[src/rtl/menu_select_fsm_if.sv]
// Key-level inputs and menu status outputs exchanged between the keyboard/game
// side and the menu selection controller.
interface menu_select_fsm_if #(
   parameter int unsigned N_ITEMS = 3
);
   localparam int unsigned CW = (N_ITEMS > 2) ? $clog2(N_ITEMS) : 1;

   logic          w_press;
   logic          s_press;
   logic          enter_press;
   logic          game_over;
   logic [CW-1:0] cursor;
   logic [CW-1:0] mode;
   logic          start_pulse;
   logic          in_menu;

   modport master (
      output w_press, s_press, enter_press, game_over,
      input  cursor, mode, start_pulse, in_menu
   );

   modport slave (
      input  w_press, s_press, enter_press, game_over,
      output cursor, mode, start_pulse, in_menu
   );
endinterface

[src/rtl/menu_select_fsm.sv]
// Menu navigation controller: synchronises PS/2 key levels, moves a wrapping
// cursor with hold-to-repeat, commits a selection and starts the game core.
module menu_select_fsm #(
   parameter int unsigned N_ITEMS       = 3,
   parameter int unsigned REPEAT_DELAY  = 50_000_000,
   parameter int unsigned REPEAT_PERIOD = 15_000_000
) (
   input logic              clk,
   input logic              rst,
   menu_select_fsm_if.slave bus
);
   localparam int unsigned CW = (N_ITEMS > 2) ? $clog2(N_ITEMS) : 1;
   localparam int unsigned HW = $clog2(REPEAT_DELAY + 1);
   localparam logic [CW-1:0] LAST_ITEM = CW'(N_ITEMS - 1);

   typedef enum logic [1:0] {
      MENU     = 2'd0,
      WAIT_REL = 2'd1,
      RUN      = 2'd2
   } state_t;

   state_t        state_q, state_d;
   logic [2:0]    w_sync, s_sync, e_sync;  // [0]=d1, [1]=d2, [2]=d3 history
   logic [CW-1:0] cursor_q, cursor_d;
   logic [CW-1:0] mode_q, mode_d;
   logic [HW-1:0] hold_q, hold_d;
   logic          start_q, start_d;
   logic          in_menu_q, in_menu_d;

   logic w_held, s_held, e_held;
   logic w_edge, s_edge, e_edge;

   assign w_held = w_sync[1];
   assign s_held = s_sync[1];
   assign e_held = e_sync[1];
   assign w_edge = w_sync[1] & ~w_sync[2];
   assign s_edge = s_sync[1] & ~s_sync[2];
   assign e_edge = e_sync[1] & ~e_sync[2];

   function automatic logic [CW-1:0] item_up(input logic [CW-1:0] c);
      return (c == '0) ? LAST_ITEM : c - CW'(1);
   endfunction

   function automatic logic [CW-1:0] item_down(input logic [CW-1:0] c);
      return (c == LAST_ITEM) ? '0 : c + CW'(1);
   endfunction

   // Next-state, cursor, selection and repeat-counter logic
   always_comb begin
      state_d  = state_q;
      cursor_d = cursor_q;
      mode_d   = mode_q;
      hold_d   = hold_q;
      start_d  = 1'b0;

      unique case (state_q)
         MENU: begin
            hold_d = '0;
            if (e_edge) begin
               mode_d  = cursor_q;
               state_d = WAIT_REL;
            end else if (w_held && s_held) begin
               hold_d = '0;
            end else if (w_edge) begin
               cursor_d = item_up(cursor_q);
            end else if (s_edge) begin
               cursor_d = item_down(cursor_q);
            end else if (w_held || s_held) begin
               // Step on the cycle the count reaches REPEAT_DELAY, then re-arm
               // so later steps are REPEAT_PERIOD apart.
               if (hold_q == HW'(REPEAT_DELAY - 1)) begin
                  hold_d   = HW'(REPEAT_DELAY - REPEAT_PERIOD);
                  cursor_d = s_held ? item_down(cursor_q) : item_up(cursor_q);
               end else begin
                  hold_d = hold_q + HW'(1);
               end
            end
         end
         WAIT_REL: begin
            hold_d = '0;
            if (!e_held) begin
               start_d = 1'b1;
               state_d = RUN;
            end
         end
         RUN: begin
            hold_d = '0;
            if (bus.game_over) begin
               cursor_d = mode_q;
               state_d  = MENU;
            end
         end
         default: begin
            hold_d  = '0;
            state_d = MENU;
         end
      endcase

      in_menu_d = (state_d != RUN);
   end

   // State, synchroniser and output registers
   always_ff @(posedge clk) begin
      if (rst) begin
         state_q   <= MENU;
         w_sync    <= '0;
         s_sync    <= '0;
         e_sync    <= '0;
         cursor_q  <= '0;
         mode_q    <= '0;
         hold_q    <= '0;
         start_q   <= 1'b0;
         in_menu_q <= 1'b1;
      end else begin
         state_q   <= state_d;
         w_sync    <= {w_sync[1:0], bus.w_press};
         s_sync    <= {s_sync[1:0], bus.s_press};
         e_sync    <= {e_sync[1:0], bus.enter_press};
         cursor_q  <= cursor_d;
         mode_q    <= mode_d;
         hold_q    <= hold_d;
         start_q   <= start_d;
         in_menu_q <= in_menu_d;
      end
   end

   assign bus.cursor      = cursor_q;
   assign bus.mode        = mode_q;
   assign bus.start_pulse = start_q;
   assign bus.in_menu     = in_menu_q;
endmodule

[src/flat_wrapper.sv]
// flat-port wrapper written by rule: the top's interface ports become plain ports
module menu_select_fsm_flat 
#(
   parameter int unsigned N_ITEMS       = 3,
   parameter int unsigned REPEAT_DELAY  = 50_000_000,
   parameter int unsigned REPEAT_PERIOD = 15_000_000
)
  (clk, rst, bus_w_press, bus_s_press, bus_enter_press, bus_game_over, bus_cursor, bus_mode, bus_start_pulse, bus_in_menu);
  menu_select_fsm_if #(.N_ITEMS(N_ITEMS)) bus_i ();
  input logic clk;
  input logic rst;
  input wire logic [$bits(bus_i.w_press)-1:0] bus_w_press;
  input wire logic [$bits(bus_i.s_press)-1:0] bus_s_press;
  input wire logic [$bits(bus_i.enter_press)-1:0] bus_enter_press;
  input wire logic [$bits(bus_i.game_over)-1:0] bus_game_over;
  output wire logic [$bits(bus_i.cursor)-1:0] bus_cursor;
  output wire logic [$bits(bus_i.mode)-1:0] bus_mode;
  output wire logic [$bits(bus_i.start_pulse)-1:0] bus_start_pulse;
  output wire logic [$bits(bus_i.in_menu)-1:0] bus_in_menu;
  assign bus_i.w_press = bus_w_press;
  assign bus_i.s_press = bus_s_press;
  assign bus_i.enter_press = bus_enter_press;
  assign bus_i.game_over = bus_game_over;
  assign bus_cursor = bus_i.cursor;
  assign bus_mode = bus_i.mode;
  assign bus_start_pulse = bus_i.start_pulse;
  assign bus_in_menu = bus_i.in_menu;
  menu_select_fsm #(.N_ITEMS(N_ITEMS), .REPEAT_DELAY(REPEAT_DELAY), .REPEAT_PERIOD(REPEAT_PERIOD)) u_core (.clk(clk), .rst(rst), .bus(bus_i));
endmodule
[config.mk]
export PLATFORM = sky130hd
export DESIGN_NAME = menu_select_fsm_flat
export DESIGN_NICKNAME = d
export VERILOG_FILES = /design/src/rtl/menu_select_fsm_if.sv /design/src/rtl/menu_select_fsm.sv /design/src/flat_wrapper.sv
export SDC_FILE = /design/constraint.sdc
export NUM_CORES = 1
export LEC_CHECK = 0
export CAP_MARGIN = 20
export CORE_MARGIN = 2
export CORE_UTILIZATION = 35
export DETAILED_ROUTE_END_ITERATION = 6
export RECOVER_POWER = 100
export SKIP_LAST_GASP = 1
export SYNTH_ARGS = -nofsm -noshare
export SYNTH_HDL_FRONTEND = slang
export SYNTH_SLANG_ARGS = --single-unit
[constraint.sdc]
create_clock -name clk -period 1.78 [get_ports clk]
set_input_delay 0.267 -clock clk [delete_from_list [all_inputs] [get_ports clk]]
set_output_delay 0.267 -clock clk [all_outputs]
set_load 0.02 [all_outputs]
* Word-level counts from Yosys, hierarchy flattened
Cells that the tools add are included.
W data, S select, Z words.
** Cells by class
- Eq/ne operators :: 10
- Add/sub/neg operators :: 3
- Bitwise operators :: 9
- Multiplexer cells :: 17
- Reductions and logical operators :: 10
** Operators with widths (number)
- $add A26 B1 Y26 const B :: 1
- $eq A26 B26 Y1 const B :: 1
- $mux W2 :: 13
- $mux W26 :: 1
- $ne A2 B2 Y1 const B :: 4
- $ne A4 B1 Y1 const B :: 2
- $reduce_or A8 Y1 :: 1
- $reduce_or A7 Y1 :: 1
- $not A1 Y1 :: 6
- $pmux W2 S3 :: 1
- $reduce_and A6 Y1 :: 1
- $eq A2 B2 Y1 const B :: 2
- $logic_not A2 Y1 :: 2
- $pmux W2 S2 :: 1
- $and A1 B1 Y1 :: 3
- $add A2 B1 Y2 const B :: 1
- $eq A2 B1 Y1 const B :: 1
- $reduce_and A2 Y1 :: 1
- $reduce_bool A2 Y1 :: 1
- $reduce_or A2 Y1 :: 1
- $sub A2 B1 Y2 const B :: 1
- $logic_and A1 B1 Y1 :: 1
- $logic_or A1 B1 Y1 :: 1
- $mux W1 :: 1
** Storage, ports and cells
- Register bits :: 43
- Word-level logic and storage cells :: 59
- Output and inout port bits :: 6

* Longest topological paths before layout
- Depth in word-level cells :: 10
- Mapped depth :: 8

* Worst setup path before layout
Ideal clock, no wire load.
- Path type :: flip-flop to flip-flop
- Start point :: reg u_core.hold_q[7]
- End point :: reg u_core.hold_q[5]
- Buffers on the path :: 2
- Setup slack :: 0.031 ns
- Arrival time :: 1.634 ns
- Cell stages (with the launch flop) :: 8
- Period minus slack after synthesis :: 1.749 ns
- Cells stage by stage :: dfxtp_1 > or4b_1 > nor4_2 > nand4_2 > nand2b_1 > buf_6 > buf_12 > nor2_1
** On the way
- Longest elaborated chain between the ends :: 2
** Ends and longest elaborated chain
- start: declaration :: RTL line menu_select_fsm.sv:26 : logic [HW-1:0] hold_q, hold_d;
- start signal: assignment :: RTL line menu_select_fsm.sv:121 : hold_q <= hold_d;
- $eq A26 B26 Y1 :: RTL line menu_select_fsm.sv:71 : if (hold_q == HW'(REPEAT_DELAY - 1)) begin
- $reduce_or A8 Y1 (no line)
Every way passes these cells.
A chain may end at the register's enable or synchronous reset.

* Worst setup path after layout
- Start point :: reg u_core.hold_q[7]
- End point :: reg u_core.cursor_q[1] (netlist: u_core.bus.cursor[1])
** On the way
- Longest elaborated chain between the ends :: 3
** Ends and longest elaborated chain
- $eq A26 B26 Y1 :: RTL line menu_select_fsm.sv:71
- $ne A4 B1 Y1 (no line)
- $reduce_and A6 Y1 (no line)
- end signal: assignment :: RTL line menu_select_fsm.sv:119 : cursor_q <= cursor_d;
- end: declaration :: RTL line menu_select_fsm.sv:24 : logic [CW-1:0] cursor_q, cursor_d;
Every way passes these cells.

==> run summary <==
VDD IR max: 0.483 mV
Wire length of the first global-routing pass: 6170 µm
Synthesized instance count: 207
GR Overflow Total: 0
Yosys top cell area share: 45.4%
# fillers: 513
Starting Density: 36.6%
Synth cell types: 35
Leading area contributor after synthesis: dfxtp_1
Via count: 1434
Port bufs: 11
Cell area after placement: 0.00220 mm²
Max Freq: 549 MHz
Clock Sink Count: 43
Mux share of post-synthesis cell area: 2.64%
Total CTS buffers: 5
IO Pins: 12
CP max stage delay: 0.54 ns
Die footprint: 0.00602 mm²
Synthesized flop and latch total: 43
Routed WL: 3470 µm
Worst R2R Path Depth: 5
Final setup violation count: 15
# placed instances: 301
# rows: 26
DR vias/cell: 4.64
Critical path class: reg2reg
Power Density: 790 mW/mm²
Final instance count without filler cells: 309
Reg2reg start: u_core.hold_q[7]
Routed Antenna Nets: 0
Worst Slack Setup Final: -0.0399 ns
Hold_sp: u_core.w_sync[0]
GR Util All Layers: 12.9%
Pleak: 0.853 nW
Root Buffer: clkbuf_8
Synth Area in Adders: 2.64%
GRT Max-Usage Layer: met2
R2r endpoint: u_core.bus.cursor[1]
Max-slew violation count: 0
Core area: 0.00517 mm²
Nets: 248
Failing checks: negative setup slack
Hold crit path type: reg2reg
Post-Syn Nets: 217
Mapped Avg Cell Area: 9.15 µm²
Worst EP required: 2.01 ns
Hold_buf cts: 0
WHS Path Cells: 1
Wirelength per Cell: 11.2 µm
Global Route met1 Usage: 16.7%
Residual DRC count: 0
Initial antenna violation count: 0
Fin crit share: 102%
Synth Area in XOR/XNOR: 10.6%
Fin area: 0.00235 mm²
Height of the chip: 77.6 µm
Slew headroom: 55.4%
Hold endpoint: u_core.w_sync[1]
Number of max-cap violations: 0
Crit path max fanout: 5
Layout cell share with drive strength beyond 1: 14.6%
Origin of the worst setup path: u_core.hold_q[7]
Cell Chain, Critical Path: or4b_4 -> nor4_4 -> nand4_4 -> a21oi_2 -> mux2i_1
Met3 Usage GRT: 3.14%
Worst clock skew: 0.00708 ns
Synthesis-to-finish area growth: 23.9%
Tightest Pin Transition: 0.669 ns
Startpoint Class: flop
Slowest CP cell: or4b_4
Final hold vios: 0
Vias in the first global route: 1397
Seq/Total Area, Yosys: 45.4%
Largest family of logic cells by synthesized area: simple AND/OR/NAND/NOR gates
DIE WIDTH: 77.6 µm
Grt met2 use: 20.3%
Clk buf depth: 2
CTS tree: built
Pin count of the biggest net entering global routing: 19
Iteration-0 DRC Markers: 78
Synth top area cells: dfxtp_1 (45%), xor2_1 (6.9%), nor2_1 (5.9%)
Ys Warns: 0
TritonRoute pass-1 iters: 4
Pre-CTS setup slack: 0.00780 ns
Synthesized cell area: 0.00189 mm²
H-tree depth: 2
Min Tclk post-route: 1.82 ns
Clock transition at path regs: 0.08 ns
Post-DP HPWL: 2500 µm
Final Wtd Congestion: 0.773
Post-layout util: 45.4%
Outcome: finished with violations
Compound-Gate Fraction of Synth Area: 4.43%
Clk Latency, worst-skew pair: 0.30 ns
Reg2Reg Setup Slack: -0.04 ns
Arr. time, crit path: 2.05 ns
Synth Area in Simple Gates: 30.0%
Critical Path End Type: flop
RSZ-0062 raised after global routing: true
Diode count: 0
Final Power: 0.00185 W
[worst max path at each step]
stage	to	depth (start not counted)
after CTS	u_core.bus.cursor[1]	5
after floorplan	u_core.hold_q[5]	7
after detailed placement	u_core.hold_q[14]	5
final	u_core.bus.cursor[1]	5
after global routing	u_core.bus.cursor[1]	5
after global placement	u_core.hold_q[8]	5
[critical path, delay by kind of cell (launching register included)]
kind | cells | cell delay [ns]
muxes | 1 | 0.21
AOI/OAI and AO/OA | 1 | 0.22
and+or+nand+nor | 3 | 1.00
DFF | 1 | 0.32
[cell usage in the layout (no fill, tap or decap), types with 2 or more instances in the layout]
cell type / instances
xor2_1: 15
and3_1: 5
or4_1: 2
nor4b_1: 2
nand2b_1: 6
and2_1: 4
a21oi_1: 7
nand3_1: 11
xnor2_1: 8
inv_1: 8
dfxtp_1: 43
clkdlybuf4s50_1: 5
dlygate4sd3_1: 6
buf_4: 16
clkbuf_8: 6
nand2_1: 10
nand4_1: 7
clkbuf_2: 2
mux2i_1: 5
ha_1: 4
nor2_1: 29
nor3_1: 4
nor2b_1: 13
[where the power goes]
part           internal (W)  switching [W]   total, W
clock              0.000454       0.000335   0.000789
combinational     0.0000436      0.0000393  0.0000829
sequential         0.000974     0.00000833   0.000982
total               0.00147       0.000383    0.00185
[metrics by stage]
step	hold slack (ns)	setup TNS, ns
2_1_floorplan	0.395	0
3_3_place_gp	0.420	0
3_5_place_dp	0.426	0
4_1_cts	0.450	0
5_1_grt	0.466	-1.59
6_report	0.443	-0.136
[cell type report]
cell class                      count  area [µm²]  share of cell area (%)
Multi-Input combinational cell    149         987                    42.1
Sequential cell                    43         861                    36.7
Timing Repair Buffer               31         264                    11.2
Tap cell                           70        87.6                    3.73
Clock buffer                        6        82.6                    3.52
Clock inverter                      2        35.0                    1.49
Inverter                            8        30.0                    1.28
[sequential cells by signal, indices dropped and copies added, names as in the netlist]
signal	count
u_core.bus.cursor	2
u_core.bus.mode	2
u_core.state_q	2
u_core.bus.in_menu	1
u_core.w_sync	3
u_core.e_sync	3
u_core.bus.start_pulse	1
u_core.s_sync	3
u_core.hold_q	26
[routing by layer]
| layer | share of wire (%) | up-vias |
|---|---|---|
| li1 | - | 755 |
| met1 | 50 | 653 |
| met2 | 45 | 16 |
| met3 | 2.5 | 10 |
| met4 | 2.4 | 0 |
| met5 | 0 | - |
[cells by family after synthesis]
kind of cell | Yosys count
flops | 43
fa+ha+maj | 4
compound gates | 13
xor+xnor | 23
buf+inv | 15
mux | 5
simple gates | 104
[cells in the mapped netlist]
library cell,count
nor2_1,30
ha_1,4
xor2_1,15
o211a_1,1
nor3_1,5
a31oi_1,1
dfxtp_1,43
a21oi_1,7
nand2b_1,6
nor4_2,2
nand2_1,10
nand4_2,1
a21oi_2,1
and3_1,5
clkbuf_1,5
buf_12,1
and2_1,4
or4b_1,1
nand3_1,11
and4b_1,1
mux2i_1,5
nor4b_1,2
xnor2_1,8
or4_1,2
or3_1,1
inv_1,8
nor2b_1,13
buf_6,1
a211o_1,1
or2_2,1
nand4_1,7
o21ai_0,1
and4_1,1
a311o_1,1
nor3b_1,1
[repair_timing]
action | CTS | global route
endpoints found under the setup margin | 0 | 19
resized for setup | 0 | 6
buffers inserted | 0 | 0
Note: power is estimated with default switching activity, not from simulation.
